`config.mk`:
```
export PLATFORM = sky130hd
export DESIGN_NAME = bcd_seq_converter
export DESIGN_NICKNAME = d
export VERILOG_FILES = /design/src/rtl/bcd_seq_converter.sv
export SDC_FILE = /design/constraint.sdc
export NUM_CORES = 1
export LEC_CHECK = 0
export CAP_MARGIN = 20
export CORE_MARGIN = 10
export CORE_UTILIZATION = 56
export DETAILED_ROUTE_END_ITERATION = 10
export PLACE_DENSITY = 0.88
export SYNTH_ARGS = -nofsm -noshare
export SYNTH_HDL_FRONTEND = slang
export SYNTH_SLANG_ARGS = --single-unit
```
`constraint.sdc`:
```
create_clock -name CLK100MHZ -period 2.5 [get_ports CLK100MHZ]
set_input_delay 0.375 -clock CLK100MHZ [delete_from_list [all_inputs] [get_ports CLK100MHZ]]
set_output_delay 0.375 -clock CLK100MHZ [all_outputs]
set_load 0.005 [all_outputs]
```
`src/rtl/bcd_seq_converter.sv`:
```
// Sequential binary-to-BCD converter (shift-and-add-3), one bit per ADJUST/SHIFT pair.
// Result and overflow flag are registered at FINISH and held until the next result or reset.
module bcd_seq_converter #(
  parameter int WIDTH  = 8,
  parameter int DIGITS = 3
) (
  input  logic                  CLK100MHZ,
  input  logic                  CPU_RESETN,
  input  logic                  start,
  input  logic [WIDTH-1:0]      binary,
  output logic                  busy,
  output logic                  done,
  output logic [4*DIGITS-1:0]   BCD,
  output logic                  overflow
);

  localparam int SW = 4 * DIGITS;
  localparam int CW = $clog2(WIDTH + 1);

  typedef enum logic [1:0] {IDLE, ADJUST, SHIFT, FINISH} state_t;

  state_t            state_reg, state_next;
  logic [WIDTH-1:0]  shreg_reg, shreg_next;
  logic [SW-1:0]     scratch_reg, scratch_next;
  logic [CW-1:0]     cnt_reg, cnt_next;
  logic              sticky_reg, sticky_next;
  logic [SW-1:0]     bcd_reg, bcd_next;
  logic              overflow_reg, overflow_next;
  logic              done_reg, done_next;
  logic [SW-1:0]     adjusted;

  // Digits are corrected independently; a digit >= 5 can never carry into its neighbour.
  for (genvar gi = 0; gi < DIGITS; gi++) begin : g_adjust
    assign adjusted[4*gi +: 4] = (scratch_reg[4*gi +: 4] >= 4'd5) ?
                                 scratch_reg[4*gi +: 4] + 4'd3 :
                                 scratch_reg[4*gi +: 4];
  end

  always_ff @(posedge CLK100MHZ or negedge CPU_RESETN) begin
    if (!CPU_RESETN) begin
      state_reg    <= IDLE;
      shreg_reg    <= '0;
      scratch_reg  <= '0;
      cnt_reg      <= '0;
      sticky_reg   <= 1'b0;
      bcd_reg      <= '0;
      overflow_reg <= 1'b0;
      done_reg     <= 1'b0;
    end else begin
      state_reg    <= state_next;
      shreg_reg    <= shreg_next;
      scratch_reg  <= scratch_next;
      cnt_reg      <= cnt_next;
      sticky_reg   <= sticky_next;
      bcd_reg      <= bcd_next;
      overflow_reg <= overflow_next;
      done_reg     <= done_next;
    end
  end

  always_comb begin
    state_next    = state_reg;
    shreg_next    = shreg_reg;
    scratch_next  = scratch_reg;
    cnt_next      = cnt_reg;
    sticky_next   = sticky_reg;
    bcd_next      = bcd_reg;
    overflow_next = overflow_reg;
    done_next     = 1'b0;
    unique case (state_reg)
      IDLE: begin
        if (start) begin
          shreg_next   = binary;
          scratch_next = '0;
          cnt_next     = CW'(WIDTH);
          sticky_next  = 1'b0;
          state_next   = ADJUST;
        end
      end
      ADJUST: begin
        scratch_next = adjusted;
        state_next   = SHIFT;
      end
      SHIFT: begin
        // Any bit pushed out of the top digit means the value needs more digits than we have.
        {scratch_next, shreg_next} = {scratch_reg[SW-2:0], shreg_reg, 1'b0};
        sticky_next = sticky_reg | scratch_reg[SW-1];
        cnt_next    = cnt_reg - CW'(1);
        state_next  = (cnt_reg == CW'(1)) ? FINISH : ADJUST;
      end
      FINISH: begin
        bcd_next      = scratch_reg;
        overflow_next = sticky_reg;
        done_next     = 1'b1;
        state_next    = IDLE;
      end
      default: state_next = IDLE;
    endcase
  end

  assign busy     = (state_reg != IDLE);
  assign done     = done_reg;
  assign BCD      = bcd_reg;
  assign overflow = overflow_reg;

endmodule

```
Word-level counts from Yosys, hierarchy flattened --
Cells that the tools add are included.
Storage, ports and cells: register bits 41, input bits 11, output and inout bits 15, word-level logic and storage cells 49
Operators by class: add/subtract/negate cells 4, order comparisons 3, eq/ne operators 8, multiplexer cells 15, bitwise gates (word level) 1, reduce and logical (&&, ||, !) cells 8
Operators by type and width (number):
- 12-bit one-hot mux with 3 select lines | 1
- 4-bit 2-to-1 mux | 4
- 8-bit one-hot mux with 2 select lines | 1
- 4-bit by 2-bit adder with 4-bit output, second input constant | 3
- 4-bit by 3-bit >= comparator with 1-bit output, second input constant | 3
- 12-bit 2-to-1 mux | 1
- 3-bit AND reduction | 3
- 8-bit 2-to-1 mux | 1
- 2-bit != test, second input constant | 4
- 2-bit one-hot mux with 4 select lines | 1
- 4-bit one-hot mux with 2 select lines | 1
- 2-bit equality test, second input constant | 2
- 4-bit by 1-bit equality test with 1-bit output, second input constant | 1
- 2-bit 2-to-1 mux | 2
- 2-bit nonzero test | 2
- 4-bit by 1-bit subtractor with 4-bit output, second input constant | 1
- 3-bit nonzero test | 1
- 2-bit by 1-bit equality test with 1-bit output, second input constant | 1
- 2-bit logical NOT | 1
- 1-bit 2-to-1 mux | 2
- 1-bit one-hot mux with 2 select lines | 1
- 2-bit AND reduction | 1
- 1-bit OR | 1

Longest topological paths before layout --
depth in word-level cells 3, mapped depth 8, mapped depth without buffers 6

Least setup slack after synthesis --
Ideal clock, no wire load.
path type register to register, start reg state_reg[0], end reg scratch_reg[6], library setup time 0.128 ns, arrival 1.814 ns, data required time 2.372 ns, slack 0.558 ns, stages on the path, launching flop included 9, buffers on the path 2, clock period less this slack 1.942 ns, cell sequence dfrtp_1 > inv_1 > ha_1 > nor2b_1 > buf_2 > or2_1 > buf_6 > a31oi_4 > mux2_1
Between the ends: cells in the longest elaborated chain, start to end 3, elaborated cells between the ends (all ways) 8, classes of those cells 4 x eq/ne; 1 x mux; 3 x reduce/logical
Ends and longest elaborated chain:
- start, declared | RTL line 22 | state_t state_reg, state_next;
- start signal, assigned | RTL line 50 | state_reg <= state_next;
- 2-bit by 1-bit equality test with 1-bit output, or another cell as far along | RTL line 70 | unique case (state_reg)
- 2-bit != test (no source line) / 3-bit nonzero test (equally long branches)
- 3-bit AND reduction (no source line)
- end signal, assigned | RTL line 52 | scratch_reg <= scratch_next;
- end, declared | RTL line 24 | logic [SW-1:0] scratch_reg, scratch_next;
Parallel ways exist; a longest one is shown, timed or not. A chain may end at the register's enable or synchronous reset.

Final worst setup path --
start reg state_reg[1], end out busy
Between the ends: cells in the longest elaborated chain, start to end 1
Ends and longest elaborated chain:
- 2-bit nonzero test | RTL line 101 | assign busy = (state_reg != IDLE);
- end, declared | RTL line 11 | output logic busy,
Every way passes these cells.

==> flow_metrics.env <==
export IMPL_sequential_fraction_of_design_power_pct=35.5
export IMPL_layout_cells_most_common_list="sky130_fd_sc_hd__dfrtp_1 (41), sky130_fd_sc_hd__clkdlybuf4s50_1 (24), sky130_fd_sc_hd__inv_1 (21), sky130_fd_sc_hd__mux2_2 (21), sky130_fd_sc_hd__o21ai_0 (21)"
export IMPL_layout_core_utilization_pct=67.1
export IMPL_floorplan_core_area_um2=3970
export IMPL_place_port_buffers=25
export IMPL_clkLatencyLatePin_ns=0.30
export IMPL_fp_dieArea_um2=7040
export IMPL_highest_net_fanout_along_the_worst_path=22
export IMPL_cp_start_kind="register"
export IMPL_groute_usage_overall_pct=14.2
export IMPL_synth_area_um2=2290
export IMPL_regToRegSetupSlack_ns=0.53
export IMPL_intPower_mw=1.83
export IMPL_maxCapViolations=0
export IMPL_max_clk_rate_mhz=447
export IMPL_reg2reg_from="state_reg[0]$_DFFE_PN0P_"
export IMPL_grt_start_max_net_pins=42
export IMPL_setup_worst_path_start="state_reg[1]$_DFFE_PN0P_"
export IMPL_netlist_instances=225
export IMPL_max_slew_margin_rel_pct=39.9
export IMPL_clock_tree_root_cell="sky130_fd_sc_hd__clkbuf_8"
export IMPL_comb_power_share_pct=50.9
export IMPL_fin_skew_ns=0.00371
export IMPL_postCtsResizedCells=0
export IMPL_synth_sequential_area_ratio_pct=44.8
export IMPL_rr_worst_depth=5
export IMPL_flow_area_growth_from_synthesis_pct=16.5
export IMPL_critical_path_type="register to output port"
export IMPL_netSwitchingFraction_pct=40.8
export IMPL_cp_top_family="buffers and inverters"
export IMPL_path_clk_slew_ns=0.08
export IMPL_antenna_cells=0
export IMPL_hold_violations=0
export IMPL_worst_hold_path_type="input pin to asynchronous set/reset pin"
export IMPL_dr_first_iter_drc_count=167
export IMPL_p_leak_nw=1.16
export IMPL_critPathMostFrequentCell="sky130_fd_sc_hd__inv_1"
export IMPL_avgViaCountPerCell=5.89
export IMPL_data_required_time_of_the_critical_path_ns=2.12
export IMPL_peakVddDrop_v=0.000623
export IMPL_finalWorstPathRequiredPeriod_ns=2.24
export IMPL_totalWireLength_mm=4.83
export IMPL_tightest_slew_ns=0.901
export IMPL_antenna_violating_nets_post_route=0
export IMPL_timing_final_max_slew_violations=0
export IMPL_async_flop_share_pct=100
export IMPL_timing_final_crit_share_pct=89.5
export IMPL_dpl_wire_length_mm=3.38
export IMPL_prevailing_post_synth_register_cell="sky130_fd_sc_hd__dfrtp_1"
export IMPL_fin_nets=275
export IMPL_cts_inserted_buffers=5
export IMPL_grt_setup_unrepaired="no"
export IMPL_postCtsHoldBufs=0
export IMPL_critical_path_max_stage_delay_ns=0.51
export IMPL_worstPathBufferInverterCount=4
export IMPL_floorplan_die_width_um=83.9
export IMPL_warnings_from_yosys=0
export IMPL_cts_max_level=2
export IMPL_drive_gt1_share_pct=14.3
export IMPL_worst_r2r_endpoint="shreg_reg[2]$_DFFE_PN0P_"
export IMPL_final_fill_count=307
export IMPL_via_count_of_the_first_global_routing_pass=1792
export IMPL_p_sw_mw=1.26
export IMPL_placement_rows=23
export IMPL_synthesis_nets=249
export IMPL_grt_first_pass_wirelength_mm=8.45
export IMPL_worstSetupPathDepth=5
export IMPL_drt_pre_antenna_iters=4
export IMPL_start_util_pct=57.6
export IMPL_synth_ff_latch_count=41
export IMPL_outcome="finished, final reports clean"
export IMPL_dr_total_vias=1779
export IMPL_clock_sinks=41
export IMPL_synth_cell_type_count=36
export IMPL_most_common_cell_after_layout_fill_and_taps_aside="sky130_fd_sc_hd__dfrtp_1"
export IMPL_postCtsSetupBuffers=0
export IMPL_power_frac_clock_pct=13.5
export IMPL_gp_congestion=0.842
export IMPL_clockBufferDepth=2
export IMPL_crit_path_end="busy"
export IMPL_syn_avg_cell_area_um2=10.2
export IMPL_detail_route_wl_per_cell_um=16.0
export IMPL_setup_violations=0
export IMPL_worst_setup_end_kind="output port"
export IMPL_floorplan_die_height_um=83.9
export IMPL_setup_tns_final_ns=0
export IMPL_synth_edff_count=0
export IMPL_count_of_pins_on_the_block_boundary=26
export IMPL_globalRouteOverflowTotal=0
export IMPL_cp_cell_sequence="inv_1 > ha_1 > buf_4 > inv_1 > clkdlybuf4s50_1"
export IMPL_grt_antenna_before_repair=0
export IMPL_p_per_area_nw_per_um2=1160
export IMPL_slowest_stage="sky130_fd_sc_hd__clkdlybuf4s50_1"
export IMPL_cp_data_arrival_time_ns=1.86
export IMPL_drc=0
export IMPL_cts_tree="done"
-- per-layer routing --
| metal | GRT usage, % | routed length [um] | part of all wire, % |
|---|---|---|---|
| met1 | 16.6 | 1930 | 40 |
| met3 | 4.10 | 297 | 6.1 |
| met2 | 23.1 | 2490 | 52 |
| met4 | 6.70 | 116 | 2.4 |
| met5 | 0 | 0 | 0 |
-- synth_stat cells (2+ instances only) --
cell type	n	share of area (%)
sky130_fd_sc_hd__nand2_1	16	2.6
sky130_fd_sc_hd__nor3_1	2	0.44
sky130_fd_sc_hd__buf_2	3	0.66
sky130_fd_sc_hd__nand3_1	10	2.2
sky130_fd_sc_hd__mux2i_1	5	2.2
sky130_fd_sc_hd__ha_1	13	7.1
sky130_fd_sc_hd__inv_1	21	3.4
sky130_fd_sc_hd__xnor2_1	3	1.1
sky130_fd_sc_hd__nor2_1	2	0.33
sky130_fd_sc_hd__o31ai_1	2	0.66
sky130_fd_sc_hd__a31oi_4	2	1.9
sky130_fd_sc_hd__mux2_2	21	10
sky130_fd_sc_hd__clkbuf_1	7	1.1
sky130_fd_sc_hd__a22o_1	2	0.77
sky130_fd_sc_hd__xor2_1	3	1.1
sky130_fd_sc_hd__a21oi_1	14	3.1
sky130_fd_sc_hd__dfrtp_1	41	45
sky130_fd_sc_hd__o22ai_1	15	4.1
sky130_fd_sc_hd__mux2_1	2	0.98
sky130_fd_sc_hd__o21ai_0	21	4.6
sky130_fd_sc_hd__nand2b_1	5	1.4
-- area by class of cell --
| class | instances | area [um^2] | share of cell area (%) |
|---|---|---|---|
| repair buffers | 31 | 290 | 10.9 |
| multi-input cells | 151 | 1130 | 42.3 |
| clock buffers | 8 | 80.1 | 3.00 |
| well taps | 50 | 62.6 | 2.35 |
| flip-flops and latches | 41 | 1030 | 38.5 |
| inverters | 21 | 78.8 | 2.96 |
-- worst reg2reg max path: stages, from the launching register on --
cell                      delay [ns]
sky130_fd_sc_hd__dfrtp_1        0.41
sky130_fd_sc_hd__inv_1          0.15
sky130_fd_sc_hd__ha_1           0.57
sky130_fd_sc_hd__nand2_1        0.40
sky130_fd_sc_hd__o22ai_1        0.28
sky130_fd_sc_hd__a21oi_1        0.06
-- worst min path at each step --
stage / endpoint / slack, ns
after floorplan: BCD[0]$_DFFE_PN0P_ / 0.08
after global placement: BCD[5]$_DFFE_PN0P_ / 0.49
after detailed placement: BCD[4]$_DFFE_PN0P_ / 0.50
after CTS: shreg_reg[3]$_DFFE_PN0P_ / 0.23
after global routing: shreg_reg[3]$_DFFE_PN0P_ / 0.26
final: shreg_reg[3]$_DFFE_PN0P_ / 0.20
-- logic make-up after synthesis --
group | Yosys count | synth area share (%)
compound gates | 64 | 17.9
flops | 41 | 44.8
simple gates | 40 | 8.42
buf+inv | 33 | 5.90
mux | 28 | 13.5
fa+ha+maj | 13 | 7.11
xor+xnor | 6 | 2.30
-- per-stage QoR --
stage | instance area (um^2) | setup WS (ns) | hold WS [ns] | total power, mW | instances
2_1_floorplan | 2290 | 0.558 | 0.0794 | 2.21 | 225
3_3_place_gp | 2580 | 0.496 | 0.490 | 2.58 | 294
3_5_place_dp | 2580 | 0.465 | 0.495 | 2.67 | 294
4_1_cts | 2670 | 0.265 | 0.233 | 3.09 | 302
5_1_grt | 2670 | 0.173 | 0.265 | 3.35 | 302
6_report | 2670 | 0.262 | 0.200 | 3.09 | 302
-- power by group through the flow --
stage | Clock, mW | Sequential, mW | Combinational (mW)
after floorplan | 0 | 1.06 | 1.15
after global placement | 0 | 1.09 | 1.49
after detailed placement | 0 | 1.11 | 1.56
after CTS | 0.426 | 1.09 | 1.57
after global routing | 0.448 | 1.13 | 1.77
final | 0.418 | 1.10 | 1.57
Note: power is estimated with default switching activity, not from simulation.
